**src/rtl/hazard_controller_pkg.sv**
```systemverilog
// Shared types and constants for the pipeline hazard controller.
// The HAZARD_PERF_CNT_EN build option adds performance counters in the top.
package hazard_controller_pkg;

   localparam int unsigned REG_AW = 5;
   localparam int unsigned CNT_W  = 2;
   localparam int unsigned PERF_W = 32;
   localparam int unsigned NEED_W = 2;

   localparam logic [REG_AW-1:0] X0 = 5'd0;

   // Stall cycles still required by the instruction in ID
   localparam logic [NEED_W-1:0] NEED_NONE = 2'd0;
   localparam logic [NEED_W-1:0] NEED_ONE  = 2'd1;
   localparam logic [NEED_W-1:0] NEED_TWO  = 2'd2;

   typedef enum logic {
      RUN   = 1'b0,
      STALL = 1'b1
   } state_e;

   // x0 is hardwired to zero, so it never creates a dependency
   function automatic logic rd_match(input logic [REG_AW-1:0] rd,
                                     input logic [REG_AW-1:0] rs1,
                                     input logic [REG_AW-1:0] rs2,
                                     input logic              use_rs1,
                                     input logic              use_rs2);
      return (rd != X0) && ((use_rs1 && (rd == rs1)) || (use_rs2 && (rd == rs2)));
   endfunction

endpackage

```
**src/rtl/hazard_controller_hazard_detect.sv**
```systemverilog
// Combinational hazard classifier: how many stall cycles the ID instruction
// needs beyond what operand forwarding can cover.
module hazard_detect
   import hazard_controller_pkg::*;
(
   input  logic [REG_AW-1:0] i_id_rs1,
   input  logic [REG_AW-1:0] i_id_rs2,
   input  logic              i_id_use_rs1,
   input  logic              i_id_use_rs2,
   input  logic              i_id_branch,
   input  logic              i_id_jalr,
   input  logic [REG_AW-1:0] i_id_ex_rd,
   input  logic              i_id_ex_regwrite,
   input  logic              i_id_ex_memread,
   input  logic [REG_AW-1:0] i_ex_mem_rd,
   input  logic              i_ex_mem_memread,
   output logic [NEED_W-1:0] o_need
);

   logic w_ctl;
   logic w_id_ex_match;
   logic w_ex_mem_match;

   assign w_ctl          = i_id_branch | i_id_jalr;
   assign w_id_ex_match  = rd_match(i_id_ex_rd, i_id_rs1, i_id_rs2, i_id_use_rs1, i_id_use_rs2);
   assign w_ex_mem_match = rd_match(i_ex_mem_rd, i_id_rs1, i_id_rs2, i_id_use_rs1, i_id_use_rs2);

   // Branch compare in ID needs operands a full stage earlier than EX does
   always_comb begin
      o_need = NEED_NONE;
      if (w_ctl && i_id_ex_memread && w_id_ex_match) begin
         o_need = NEED_TWO;
      end else if ((w_ctl && i_id_ex_regwrite && w_id_ex_match) ||
                   (w_ctl && i_ex_mem_memread && w_ex_mem_match) ||
                   (i_id_ex_memread && w_id_ex_match)) begin
         o_need = NEED_ONE;
      end
   end

endmodule

```
**src/rtl/hazard_controller.sv**
```systemverilog
// Pipeline sequencing controller: merges hazard stalls, cache freezes and redirect
// flushes into stage enables. Define HAZARD_PERF_CNT_EN to add perf counters.
module hazard_controller
   import hazard_controller_pkg::*;
(
   input  logic              clk,
   input  logic              rst,
   input  logic [REG_AW-1:0] id_rs1,
   input  logic [REG_AW-1:0] id_rs2,
   input  logic              id_use_rs1,
   input  logic              id_use_rs2,
   input  logic              id_branch,
   input  logic              id_jalr,
   input  logic              id_redirect,
   input  logic [REG_AW-1:0] id_ex_rd,
   input  logic              id_ex_regwrite,
   input  logic              id_ex_memread,
   input  logic [REG_AW-1:0] ex_mem_rd,
   input  logic              ex_mem_memread,
   input  logic              icache_stall,
   input  logic              dcache_stall,
   output logic              pc_write,
   output logic              if_id_write,
   output logic              if_id_flush,
   output logic              id_ex_flush,
   output logic              ex_mem_write,
   output logic              mem_wb_write,
   output logic              busy
`ifdef HAZARD_PERF_CNT_EN
   ,
   output logic [PERF_W-1:0] perf_stall_cycles,
   output logic [PERF_W-1:0] perf_freeze_cycles,
   output logic [PERF_W-1:0] perf_flushes
`endif
);

   state_e             r_state;
   state_e             w_state_nxt;
   logic [CNT_W-1:0]   r_cnt;
   logic [CNT_W-1:0]   w_cnt_nxt;
   logic [CNT_W-1:0]   w_cnt_dec;
   logic               r_pend_flush;
   logic               w_pend_flush_nxt;
   logic [NEED_W-1:0]  w_need;
   logic               w_freeze;
   logic               w_stall;
   logic               w_flush_evt;

   hazard_detect u_hazard_detect (
      .i_id_rs1         (id_rs1),
      .i_id_rs2         (id_rs2),
      .i_id_use_rs1     (id_use_rs1),
      .i_id_use_rs2     (id_use_rs2),
      .i_id_branch      (id_branch),
      .i_id_jalr        (id_jalr),
      .i_id_ex_rd       (id_ex_rd),
      .i_id_ex_regwrite (id_ex_regwrite),
      .i_id_ex_memread  (id_ex_memread),
      .i_ex_mem_rd      (ex_mem_rd),
      .i_ex_mem_memread (ex_mem_memread),
      .o_need           (w_need)
   );

   assign w_freeze  = icache_stall | dcache_stall;
   assign w_cnt_dec = r_cnt - CNT_W'(1);

   always_ff @(posedge clk) begin
      if (rst) begin
         r_state      <= RUN;
         r_cnt        <= '0;
         r_pend_flush <= 1'b0;
      end else begin
         r_state      <= w_state_nxt;
         r_cnt        <= w_cnt_nxt;
         r_pend_flush <= w_pend_flush_nxt;
      end
   end

   // Priority: reset > cache freeze > hazard stall > redirect flush
   always_comb begin
      w_state_nxt      = r_state;
      w_cnt_nxt        = r_cnt;
      w_pend_flush_nxt = r_pend_flush;
      pc_write         = 1'b1;
      if_id_write      = 1'b1;
      if_id_flush      = 1'b0;
      id_ex_flush      = 1'b0;
      ex_mem_write     = 1'b1;
      mem_wb_write     = 1'b1;
      busy             = 1'b0;
      w_stall          = 1'b0;
      w_flush_evt      = 1'b0;

      if (rst) begin
         pc_write         = 1'b0;
         if_id_write      = 1'b0;
         if_id_flush      = 1'b1;
         id_ex_flush      = 1'b1;
         ex_mem_write     = 1'b0;
         mem_wb_write     = 1'b0;
         busy             = 1'b1;
         w_state_nxt      = RUN;
         w_cnt_nxt        = '0;
         w_pend_flush_nxt = 1'b0;
      end else if (w_freeze) begin
         pc_write     = 1'b0;
         if_id_write  = 1'b0;
         ex_mem_write = 1'b0;
         mem_wb_write = 1'b0;
         busy         = (r_state != RUN);
         // A redirect seen while frozen is remembered and applied on thaw
         if (id_redirect) begin
            w_pend_flush_nxt = 1'b1;
         end
      end else begin
         case (r_state)
            RUN: begin
               if (w_need != NEED_NONE) begin
                  pc_write    = 1'b0;
                  if_id_write = 1'b0;
                  id_ex_flush = 1'b1;
                  busy        = 1'b1;
                  w_stall     = 1'b1;
                  if (w_need == NEED_TWO) begin
                     w_state_nxt = STALL;
                     w_cnt_nxt   = CNT_W'(1);
                  end
               end else begin
                  if_id_flush      = id_redirect | r_pend_flush;
                  w_flush_evt      = id_redirect | r_pend_flush;
                  w_pend_flush_nxt = 1'b0;
               end
            end
            STALL: begin
               pc_write    = 1'b0;
               if_id_write = 1'b0;
               id_ex_flush = 1'b1;
               busy        = 1'b1;
               w_stall     = 1'b1;
               w_cnt_nxt   = w_cnt_dec;
               if (w_cnt_dec == '0) begin
                  w_state_nxt = RUN;
               end
            end
            default: begin
               w_state_nxt = RUN;
               w_cnt_nxt   = '0;
            end
         endcase
      end
   end

`ifdef HAZARD_PERF_CNT_EN
   logic [PERF_W-1:0] r_perf_stall;
   logic [PERF_W-1:0] r_perf_freeze;
   logic [PERF_W-1:0] r_perf_flush;

   always_ff @(posedge clk) begin
      if (rst) begin
         r_perf_stall  <= '0;
         r_perf_freeze <= '0;
         r_perf_flush  <= '0;
      end else begin
         if (w_stall)     r_perf_stall  <= r_perf_stall + PERF_W'(1);
         if (w_freeze)    r_perf_freeze <= r_perf_freeze + PERF_W'(1);
         if (w_flush_evt) r_perf_flush  <= r_perf_flush + PERF_W'(1);
      end
   end

   assign perf_stall_cycles  = r_perf_stall;
   assign perf_freeze_cycles = r_perf_freeze;
   assign perf_flushes       = r_perf_flush;
`endif

endmodule
```
**config.mk**
```make
export PLATFORM = sky130hd
export DESIGN_NAME = hazard_controller
export DESIGN_NICKNAME = d
export VERILOG_FILES = /design/src/rtl/hazard_controller_pkg.sv /design/src/rtl/hazard_controller_hazard_detect.sv /design/src/rtl/hazard_controller.sv
export SDC_FILE = /design/constraint.sdc
export NUM_CORES = 1
export LEC_CHECK = 0
export BUFFER_PORTS_ARGS = -buffer_cell sky130_fd_sc_hd__buf_4
export CORE_UTILIZATION = 43
export CTS_CLUSTER_SIZE = 16
export DETAILED_ROUTE_END_ITERATION = 10
export GPL_ROUTABILITY_DRIVEN = 0
export GPL_TIMING_DRIVEN = 1
export PLACE_DENSITY = 0.8
export SYNTH_ARGS = -nofsm -noshare
export SYNTH_HDL_FRONTEND = slang
export SYNTH_SLANG_ARGS = --single-unit
export TNS_END_PERCENT = 5
```
**constraint.sdc**
```tcl
create_clock -name clk -period 2.4 [get_ports clk]
set_input_delay 0.12 -clock clk [delete_from_list [all_inputs] [get_ports clk]]
set_output_delay 0.12 -clock clk [all_outputs]
set_load 0.05 [all_outputs]
```
==> out/qor.txt <==
status: complete, no violations
setup TNS: 0 ns
Critical path buffers and inverters: 2
vias in the first global route: 622
core box area: 0.00119 mm^2
row count: 12
sequential standard cell area: 80.1 um^2
Data required, critical path: 2.28 ns
fin crit share: 0.720
final setup violation count: 0
achievable frequency: 579 MHz
aggregate global-route resource usage: 0.269
Final Net Count: 148
die width: 38.9 um
Die ar.: 0.00151 mm^2
first-pass GRT wire length: 2.72 mm
Cells after Synth: 77
reg2reg setup slack: 1.20 ns
final slew viol count: 0
DRC viols: 0
worst reg-to-reg path cell count: 6
layout cells sized above 1: 0.425
flops & latches, synth: 4
Fin. Hold Viols: 0
Worst Hold Class: in -> reg
top_reg_cell synth: dfxtp_1
initial core utilization: 0.493
area of the multi-input gates: 463 um^2
total power: 0.310 mW
final wirelength: 1.73 mm
Final WS setup: 0.672 ns
non-filler cells, final: 127
syn_area_per_cell: 7.59 um^2
clock net sink count: 4
detailed-route via count: 672
Hold Buf Count CTS: 0
DRT iter0 DRCs: 15
simple-gate share of the synthesized area: 0.206
H-Tree Level Count: 1
CTS tree: built
crit-path max cell delay: 0.54 ns
I/O Pins: 39
Critical Path AT: 1.61 ns
most frequent CP cell: buf_4
WHS: 0.108 ns
Slew @ Worst Pin: 0.361 ns
largest net degree at the start of global routing: 10
CTS Root Cell: clkbuf_4
HPWL after DPL: 1.49 mm
max_cap viols: 0
pre-CTS setup slack: 0.678 ns
die height: 38.9 um
port buffer count: 38
CP Launch Type: input port
Syn Std Cell Area: 584 um^2
power per cell area: 351 mW/mm^2
Rel. slew slack: 0.758
Cell Count Post-Placement: 124
crit path capture type: primary output
mux contribution to synthesized area: 0
cell-by-cell trace of the critical path: buf_4 -> or4_1 -> nor2_2 -> a21oi_2 -> a22oi_2 -> and3_1 -> buf_4
initial antenna violation count: 0
TritonCTS Buffers: 3
delay-heaviest family, CP: simple AND/OR/NAND/NOR gates
post_cts resized: 0
Post-CTS Setup Bufs: 0
Leak Pwr: 0.365 nW
Worst R2R Start: r_cnt[1]$_SDFFE_PP0P_
total grt overflow: 0
main combinational cell family by area after synthesis: XOR/XNOR gates
WL/cell: 13.6 um
ys async rst share: 0
Min-Delay Path Depth: 2
slowest CP cell: or4_1
Crit Path Class: in -> out
RSZ-0062 raised after global routing: false
Layout fillers: 97
final worst path period need: 1.73 ns
CTS Buffer Depth: 2
first-pass iteration count of the detailed router: 4
area share of xor/xnor cells in the synthesized design: 0.300
worst skew pair latency: 0.25 ns
area grow syn2layout: 51.2%
crit path from: id_ex_rd[0]
Peak VDD IR: 0.388 mV
synth unique cells: 34
Antenna Cells: 0
post-synthesis compound-gate area fraction: 0.266
Yosys warning total: 0
Via density: 5.29
Post-Synth Adder-Cell Area: 0.0214
sequential fraction of the synthesis area: 0.137
WHS Endpoint: r_state$_SDFFE_PP0P_
Reg clk slew, reported paths: 0.04 ns
clk_skew: 0.00464 ns
capturing point of the worst reg2reg path: r_cnt[1]$_SDFFE_PP0P_
number of flops mapped to enable cells by yosys: 0
Worst Hold Launch: rst
post-route antenna net violation count: 0
crit path max fanout: 3
syn_nets: 110
## state kept, by name, summed over array words and instances, names as in the netlist
| name | cells |
|---|---|
| r_state | 1 |
| r_cnt | 2 |
| r_pend_flush | 1 |
## cells in the mapped netlist, types with 2 or more instances
master / count / area (um^2)
nor2_1: 7 / 26.3
dfxtp_1: 4 / 80.1
o21ai_0: 2 / 10.0
nand2_1: 5 / 18.8
a21oi_1: 2 / 10.0
nor3_1: 2 / 10.0
xnor2_1: 20 / 175
clkbuf_1: 2 / 7.51
nand4_1: 4 / 25.0
buf_4: 2 / 15.0
inv_1: 4 / 15.0
## cell families after synthesis
group | count (synthesis)
buffers and inverters | 9
DFF | 4
xor gates and xnor gates | 20
adders and majority gates | 1
and+or+nand+nor | 24
AOI/OAI and AO/OA | 19
## area by class of cell
type / instances / area share
Inverter: 4 / 0.0170
Sequential cell: 4 / 0.0907
Tap cell: 14 / 0.0198
Multi-Input combinational cell: 64 / 0.524
Clock buffer: 3 / 0.0255
Timing Repair Buffer: 38 / 0.323
## routing by layer
layer,wire [um],vias to the layer above,global-route usage
li1,-,344,-
met3,75,6,0.0578
met4,48,0,0.0948
met1,798,299,0.344
met2,809,23,0.438
met5,0,-,0
## report_power, final
group / switching, mW / internal (mW) / leakage (nW) / total [mW]
combinational: 0.0768 / 0.0746 / 0.319 / 0.151
clock: 0.0330 / 0.0563 / 0.0138 / 0.0892
sequential: 0.000873 / 0.0682 / 0.0324 / 0.0691
## metrics by stage
| step | cell area (um^2) | util |
|---|---|---|
| floorplan | 584 | - |
| global placement | 861 | 0.726 |
| detailed placement | 861 | 0.726 |
| CTS | 883 | 0.745 |
| global route | 883 | 0.745 |
| finish | 883 | 0.745 |
## worst max path at each step
stage | to | slack (ns) | cells after the start
5_1_grt | pc_write | 0.62 | 7
3_3_place_gp | pc_write | 0.71 | 7
2_1_floorplan | pc_write | 0.46 | 6
3_5_place_dp | if_id_write | 0.68 | 7
4_1_cts | if_id_write | 0.68 | 7
6_report | if_id_write | 0.67 | 7
## cell usage in the layout, fill, tap and decap left out
master	instances
a2111oi_1	1
a21o_1	1
a21oi_1	2
a21oi_2	1
a221oi_2	1
a22oi_2	1
a311oi_1	1
a31oi_1	1
a41oi_1	1
and2_1	1
and3_1	1
buf_4	38
clkbuf_4	3
dfxtp_1	4
ha_1	1
inv_1	4
nand2_1	5
nand3b_1	1
nand4_1	4
nor2_1	7
nor2_2	1
nor3_1	2
o21ai_0	2
o21ai_1	1
o21ai_2	1
o21bai_1	1
o22ai_1	1
o22ai_2	1
o31a_1	1
o41ai_1	1
or2_2	1
or4_1	1
xnor2_1	20
Power figures use the tool's default switching activity.
